`config.mk`:
```
export PLATFORM = sky130hd
export DESIGN_NAME = tia_l_latch
export DESIGN_NICKNAME = d
export VERILOG_FILES = /design/src/rtl/tia_pkg.sv /design/src/rtl/tia_l_latch.sv
export SDC_FILE = /design/constraint.sdc
export NUM_CORES = 1
export LEC_CHECK = 0
export CAP_MARGIN = 20
export CORE_AREA = 5 5 42 44
export CTS_CLUSTER_SIZE = 16
export DETAILED_ROUTE_END_ITERATION = 10
export DIE_AREA = 0 0 47 49
export GPL_TIMING_DRIVEN = 0
export PLACE_DENSITY_LB_ADDON = 0.05
export SYNTH_ARGS = -nofsm -noshare
export SYNTH_HDL_FRONTEND = slang
export SYNTH_SLANG_ARGS = --single-unit
```
`constraint.sdc`:
```
create_clock -name clk -period 0.95 [get_ports clk]
set_input_delay 0.095 -clock clk [delete_from_list [all_inputs] [get_ports clk]]
set_output_delay 0.095 -clock clk [all_outputs]
set_load 0.02 [all_outputs]
```
`src/rtl/tia_pkg.sv`:
```
// Shared definitions for the TIA playfield cells: mode encoding and default data width.
package tia_pkg;

    localparam int unsigned DEFAULT_WIDTH = 1;

    typedef enum logic [1:0] {
        MODE_HOLD     = 2'd0,
        MODE_FOLLOW   = 2'd1,
        MODE_CONFLICT = 2'd2
    } tia_mode_e;

    // Logical && means an X/Z control never selects FOLLOW or CONFLICT; it falls through to HOLD.
    function automatic tia_mode_e decode_mode(input logic follow, input logic latch);
        tia_mode_e mode;
        mode = MODE_HOLD;
        if (follow && latch) begin
            mode = MODE_CONFLICT;
        end else if (follow && !latch) begin
            mode = MODE_FOLLOW;
        end
        return mode;
    endfunction

endpackage

```
`src/rtl/tia_l_latch.sv`:
```
// Two-phase (L1/L2) transparent latch cell with a registered conflict pulse and a sticky error flag.
module tia_l_latch
    import tia_pkg::*;
#(
    parameter int unsigned           WIDTH     = DEFAULT_WIDTH,
    parameter logic [WIDTH-1:0]      RESET_VAL = '0
) (
    input  logic             clk,
    input  logic             rst_n,
    input  logic [WIDTH-1:0] i,
    input  logic             follow,
    input  logic             latch,
    input  logic             clr_err,
    output logic [WIDTH-1:0] o,
    output logic             err,
    output logic             err_sticky
);

    tia_mode_e        mode;
    logic [WIDTH-1:0] q_d, q_q;
    logic             err_d, err_q;
    logic             err_sticky_d, err_sticky_q;

    assign mode = decode_mode(follow, latch);

    always_comb begin
        q_d          = q_q;
        err_d        = 1'b0;
        err_sticky_d = err_sticky_q;
        if (clr_err) begin
            err_sticky_d = 1'b0;
        end
        unique case (mode)
            MODE_FOLLOW: q_d = i;
            // A new conflict outranks a coincident clear.
            MODE_CONFLICT: begin
                err_d        = 1'b1;
                err_sticky_d = 1'b1;
            end
            default: ;
        endcase
    end

    always_ff @(posedge clk or negedge rst_n) begin
        if (!rst_n) begin
            q_q          <= RESET_VAL;
            err_q        <= 1'b0;
            err_sticky_q <= 1'b0;
        end else begin
            q_q          <= q_d;
            err_q        <= err_d;
            err_sticky_q <= err_sticky_d;
        end
    end

    // Transparent path is combinational; reset forces RESET_VAL even when following.
    always_comb begin
        o = q_q;
        if (!rst_n) begin
            o = RESET_VAL;
        end else if (mode == MODE_FOLLOW) begin
            o = i;
        end
    end

    assign err        = err_q;
    assign err_sticky = err_sticky_q;

endmodule

```
---- Word level (Yosys, flattened, before mapping) ----
Cells that the tools add are included.
operators by class
  equality and inequality tests ........... 2
  muxes and demuxes ....................... 7
  reductions and logical operators ........ 4
operators with widths
  kind                count
  $mux 1              6
  $eq 2x1->1 const B  1
  $eq 2x2->1 const B  1
  $logic_and 1x1->1   2
  $mux 2              1
  $reduce_bool 2->1   1
  $logic_not 1->1     1
storage, ports and cells
  register bits after elaboration ......... 3
  input port bits ......................... 6
  output and inout bits ................... 3

---- Longest topological paths before layout ----
Gate-level depths: netlist of run 1.
  depth after elaboration ................. 7
  depth in mapped cells ................... 2
  mapped depth without buffers ............ 2

---- Least setup slack after synthesis of run 1 ----
OpenSTA, ideal clock, no wires.
  path kind ............................... reg2out
  start ................................... register q_q
  end ..................................... output port o
  data arrival time ....................... 0.716 ns
  required time ........................... 0.855 ns
  slack ................................... 0.139 ns
  cell stages (with the launch flop) ...... 3
  cell sequence ........................... dfrtp_1 -> nand2_1 -> mux2i_1
on the way
  longest elaborated chain between the ends .. 2
RTL lines
  element                   RTL line           RTL
  start: declaration        tia_l_latch.sv:20  logic [WIDTH-1:0] q_d, q_q;
  start signal: assignment  tia_l_latch.sv:50  q_q <= q_d;
  $mux 1                    n/a
  $mux 1                    tia_l_latch.sv:59  if (!rst_n) begin
  end: declaration          tia_l_latch.sv:14  output logic [WIDTH-1:0] o,
No other way between the ends.

---- Final worst setup path of run 1 ----
Same ends and word-level chain as after synthesis.

==> results.toml, run 1 <==
[timing]
fin_skew_ns = 0
min_period_ns = 1.001
finalHoldViolations = 0
setup_ws_ns = -0.05093
setup_tns_ns = -0.05093
tightest_slew_ns = 0.1187
setup_viol = 1
hold_ws_ns = 0.2579
report.final.slew_viol_count = 0
rsz0062_at_grt = "true"
post-route-period-util = 1.054
clock.fmax_ghz = 0.9991
relSlewSlack = 0.9186

[worst_setup_path]
worstSetupEndpointType = "output pin"
cp-start-kind = "register"
max_stage_delay_ns = 0.34
reg2reg_from = "q_q"
ff2ff_path_depth = 1
crit_cells = 3
slowest_stage = "dfrtp_1"
path_cells = "nand2_1, mux2i_1, buf_4"
r2r_end = "q_q"
cp_top_family = "flip-flops"
critPathMaxFanout = 2
arrival_ns = 0.91
r2r_slack_ns = 0.20
worst-setup-path-type = "register to output pin"
crit_buf_inv = 1
required_ns = 0.85

[drt]
ant_nets = 0
drcViolationCount = 0
dr.pass1.iters = 2
wl_met1_um = 146
top_layer = "met4"
route.final.wire_length_um = 336
vias_per_cell = 3.098
wl_met2_um = 129
num_vias = 127
drt_iter0_drc = 1
wl_met3_um = 40
post_drt_wl_per_cell_um = 8.195

[synthesis]
yosysWarnings = 0
synth.top_cell.area_share = 0.5357
synth_edf_count = 0
ys_types = 8
ys_seq_elements = 3
synth.most_common_cell = "dfrtp_1"
synth_area_leader_cell = "dfrtp_1"
synthTopCellsByCount = "dfrtp_1 (3), nand2_1 (2)"
synth_area_leaders = "dfrtp_1 (54%), mux2_4 (11%), nor2b_4 (9.8%)"
ys_async_sr_fraction = 1.000
syn_inst = 11
ys_seq_area_frac = 0.5357
synth_fp_nets = 17
ys.flop_type = "dfrtp_1"
avgSynthCellArea_um2 = 12.74
syn_area_um2 = 140.1

[floorplanning]
coreArea_um2 = 1401
num_rows = 14
ios = 9
start_util = 0.1000
die_area_um2 = 2303
die_width_um = 47
dieHeight_um = 49

[placed_design]
portBuffers = 8
gp_congestion = 0.5884
dp_hpwl_um = 264
post-place-cells = 35
placed_area_um2 = 240.2

[grt]
antenna_found_initial = 0
grt_max_degree = 4
grt.total_usage = 0.04023
gr-total-overflow = 0
grt_first_pass_wirelength_um = 489
grt_pass1_vias = 133

[cts]
numClockSinks = 3
insertion_delay_ns = 0.23
cts_tree = "yes"
cts_buffers = 3
clock_path_buffers = 2
ctsRootBufferMaster = "clkbuf_4"
htreeDepth = 1
clk_pin_slew_ns = 0.04

[pwr]
peakVddDrop_mv = 0.3751
power_density_nw_per_um2 = 1702
p_leak_nw = 0.1385

[layout]
fillCellCount = 168
nets = 32
diodes = 0
stdcell_count = 41
multi_input_area_um2 = 61.31
area_delta_synth_final_pct = 91.07
layout-drive-gt1-share = 0.4000
fin_area_um2 = 267.8
post-route-util = 0.1911
seq_area_um2 = 75.07

[worst_hold_path]
hold_start = "follow"
hold_depth = 2
hold-path-endpoint = "err"
min-delay-path-class = "primary input to register"

[run_status]
violations = "setup timing"
outcome = "complete, but fails checks"

[flow_run]
drv_cap = 0
## metal layers
metal	up-vias	global-route usage
met5	-	0
met4	0	0.09677
met3	2	0.02214
met2	9	0.03167
met1	54	0.03540
li1	62	-
## through the flow
step | power, mW | setup slack, ns
final | 0.4558 | -0.05093
after global routing | 0.4828 | -0.09945
after floorplan | 0.1877 | 0.1391
after global placement | 0.2379 | -0.6931
after detailed placement | 0.2388 | -0.6964
after CTS | 0.4668 | -0.06874
## flip-flops by register name (all words and copies together) (netlist names)
name / flops
err_sticky: 1
err: 1
q_q: 1
## cells by family after synthesis
kind of cell | after synthesis | share of synthesized area
AO/OA/AOI/OAI | 1 | 0.05359
buffers and inverters | 1 | 0.02676
flip-flops | 3 | 0.5357
multiplexers | 2 | 0.1785
AND/OR/NAND/NOR | 4 | 0.2054
## what timing repair did
| item | in CTS | in global routing |
|---|---|---|
| hold buffers | 1 | 0 |
| setup endpoints to repair | 3 | 2 |
| resized for setup | 15 | 1 |
| hold endpoints to repair | 3 | 0 |
| buffers inserted | 1 | 0 |
## cell usage in the layout (no fill, tap or decap)
cell type / synthesis / layout
a21o_1: 1 / 1
and2_2: 1 / 1
dfrtp_1: 3 / 3
clkdlybuf4s50_1: 0 / 2
mux2i_1: 1 / 1
buf_2: 0 / 2
inv_1: 1 / 1
mux2_4: 1 / 1
clkbuf_4: 0 / 3
clkbuf_1: 0 / 1
dlygate4sd3_1: 0 / 1
dlygate4sd2_1: 0 / 3
buf_4: 0 / 2
nor2b_4: 1 / 1
nand2_1: 2 / 2
## cell type report
class                   instances  area share
inverters                       1     0.01402
clock buffers                   4     0.09813
well taps                      16     0.07477
multi-input cells               7      0.2290
repair buffers                 10      0.3037
flip-flops and latches          3      0.2804
## worst max-delay path by stage
stage	start	to
4_1_cts	q_q	o
3_5_place_dp	follow	o
2_1_floorplan	q_q	o
3_3_place_gp	follow	o
5_1_grt	q_q	o
6_report	q_q	o
## where the power goes
part / total [mW] / internal (mW) / switching [mW]
Clock: 0.227 / 0.158 / 0.0691
Combinational: 0.0829 / 0.0479 / 0.0350
Sequential: 0.146 / 0.141 / 0.00553
Total: 0.456 / 0.346 / 0.110
Power figures use the tool's default switching activity.
==> run 2: changes to the inputs <==
--- a/config.mk
+++ b/config.mk
@@ -6,12 +6,13 @@
 export NUM_CORES = 1
 export LEC_CHECK = 0
 export CAP_MARGIN = 20
-export CORE_AREA = 5 5 42 44
+export CORE_AREA = 2 2 39 41
 export CTS_CLUSTER_SIZE = 16
 export DETAILED_ROUTE_END_ITERATION = 10
-export DIE_AREA = 0 0 47 49
+export DIE_AREA = 0 0 41 43
 export GPL_TIMING_DRIVEN = 0
 export PLACE_DENSITY_LB_ADDON = 0.05
+export SKIP_CTS_REPAIR_TIMING = 1
 export SYNTH_ARGS = -nofsm -noshare
 export SYNTH_HDL_FRONTEND = slang
 export SYNTH_SLANG_ARGS = --single-unit
==> run 2 against run 1 <==
Effect of this change: the flow still finishes with violations (setup timing); worst hold slack lost 0.19 ns; critical path type is now primary input to output pin; critical endpoint unchanged; flip-flop and latch count is the same; clock power is essentially flat; combinational power is essentially flat; wire length shrank 4.2%.
==> results.toml, run 2 (same netlist as run 1, synthesis figures left out) <==
[timing]
clock.fmax_ghz = 0.8278
rsz0062_at_grt = "true"
hold_ws_ns = 0.07274
setup_viol = 1
report.final.slew_viol_count = 0
finalHoldViolations = 0
post-route-period-util = 1.272
min_period_ns = 1.208
fin_skew_ns = 0
setup_ws_ns = -0.2581
relSlewSlack = 0.8455
tightest_slew_ns = 0.2314

[layout]
mostFrequentLayoutCells = "clkdlybuf4s50_1 (5), clkbuf_4 (3), dfrtp_1 (3)"
layout-drive-gt1-share = 0.3043
nets = 30
mostFrequentLayoutCell = "clkdlybuf4s50_1"
stdcell_count = 39
area_delta_synth_final_pct = 90.18
diodes = 0
fin_area_um2 = 266.5

[cts]
clk_pin_slew_ns = 0.04
insertion_delay_ns = 0.23
clock_path_buffers = 2
ctsRootBufferMaster = "clkbuf_4"
htreeDepth = 1
cts_tree = "yes"
numClockSinks = 3
cts_buffers = 3

[worst_setup_path]
path_cells = "clkdlybuf4s50_1, nor2b_4, mux2i_1, clkbuf_2"
critPathMaxFanout = 2
slowest_stage = "clkdlybuf4s50_1"
ff2ff_path_depth = 1
worst-setup-path-type = "primary input to output pin"
required_ns = 0.85
worstSetupEndpointType = "output pin"
crit_buf_inv = 2
r2r_slack_ns = 0.19
cp_top_family = "buffers and inverters"
max_stage_delay_ns = 0.47
arrival_ns = 1.11
crit_cells = 4
cp-start-kind = "primary input"

[run_status]
outcome = "complete, but fails checks"
violations = "setup timing"

[floorplanning]
num_rows = 14
die_area_um2 = 1763
start_util = 0.1013
coreArea_um2 = 1384
die_width_um = 41
ios = 9
dieHeight_um = 43

[placed_design]
post-place-cells = 35
portBuffers = 8
gp_congestion = 0.5402
placed_area_um2 = 240.2

[drt]
drt_iter0_drc = 2
vias_per_cell = 2.897
dr.pass1.iters = 3
drcViolationCount = 0
ant_nets = 0
num_vias = 113
route.final.wire_length_um = 322
post_drt_wl_per_cell_um = 8.256

[grt]
gr-total-overflow = 0
grt.total_usage = 0.05533
antenna_found_initial = 0
grt_first_pass_wirelength_um = 489
grt_max_degree = 6
grt_pass1_vias = 127

[pwr]
p_leak_nw = 0.1479
power_density_nw_per_um2 = 1705
peakVddDrop_mv = 0.2365

[flow_run]
drv_cap = 0

[worst_hold_path]
min-delay-path-class = "primary input to async pin"
[run 2: changes by cell type in the layout (fill, tap and decap cells not counted)]
cell             before  now
buf_2                 2    0
buf_4                 2    0
clkbuf_2              0    1
clkdlybuf4s50_1       2    5
dlygate4sd2_1         3    0
dlygate4sd3_1         1    0
dlymetal6s2s_1        0    2
[run 2: final timing paths]
path / end / from
setup / recovery: o / follow
hold / removal: q_q / rst_n
setup reg to reg: q_q / q_q
hold reg to reg: err_sticky / err_sticky
max in group asynchronous: err / rst_n
min in group clk: err_sticky / clr_err
[run 2: report_power, final]
group	switching (mW)	internal (mW)	total [mW]
Combinational	0.0337	0.0492	0.0829
Clock	0.0670	0.157	0.224
Sequential	0.00615	0.141	0.147
Total	0.107	0.347	0.454
[run 2: area by class of cell]
cell class	count	area (µm²)
Multi-Input combinational cell	7	61.31
Fill cell	154	1117
Inverter	1	3.754
Clock buffer	4	26.28
Timing Repair Buffer	8	80.08
Sequential cell	3	75.07
Tap cell	16	20.02
[run 2: per-layer routing]
metal / global-route usage / share of wire / vias up
met1: 0.04854 / 0.36 / 45
met4: 0.1400 / 0.059 / 0
met2: 0.04688 / 0.48 / 7
li1: - / - / 59
met3: 0.02094 / 0.087 / 2
met5: 0 / 0 / -
[run 2: metrics by stage]
step	TNS, ns	utilization	setup WS (ns)	power, mW
floorplan	0	-	0.1391	0.1877
finish	-0.2581	0.1926	-0.2581	0.4544
detailed placement	-1.139	0.1736	-0.7117	0.2383
global placement	-1.109	0.1736	-0.7085	0.2376
global route	-0.3341	0.1926	-0.3341	0.4909
CTS	-1.339	0.1926	-0.7175	0.4748
==> run 3: changes to the inputs <==
--- a/config.mk
+++ b/config.mk
@@ -7,7 +7,7 @@
 export LEC_CHECK = 0
 export CAP_MARGIN = 20
 export CORE_AREA = 2 2 39 41
-export CTS_CLUSTER_SIZE = 16
+export CTS_CLUSTER_SIZE = 24
 export DETAILED_ROUTE_END_ITERATION = 10
 export DIE_AREA = 0 0 41 43
 export GPL_TIMING_DRIVEN = 0
==> results of run 3 <==
The final DEF is identical to that of run 2; final timing and power are the same.
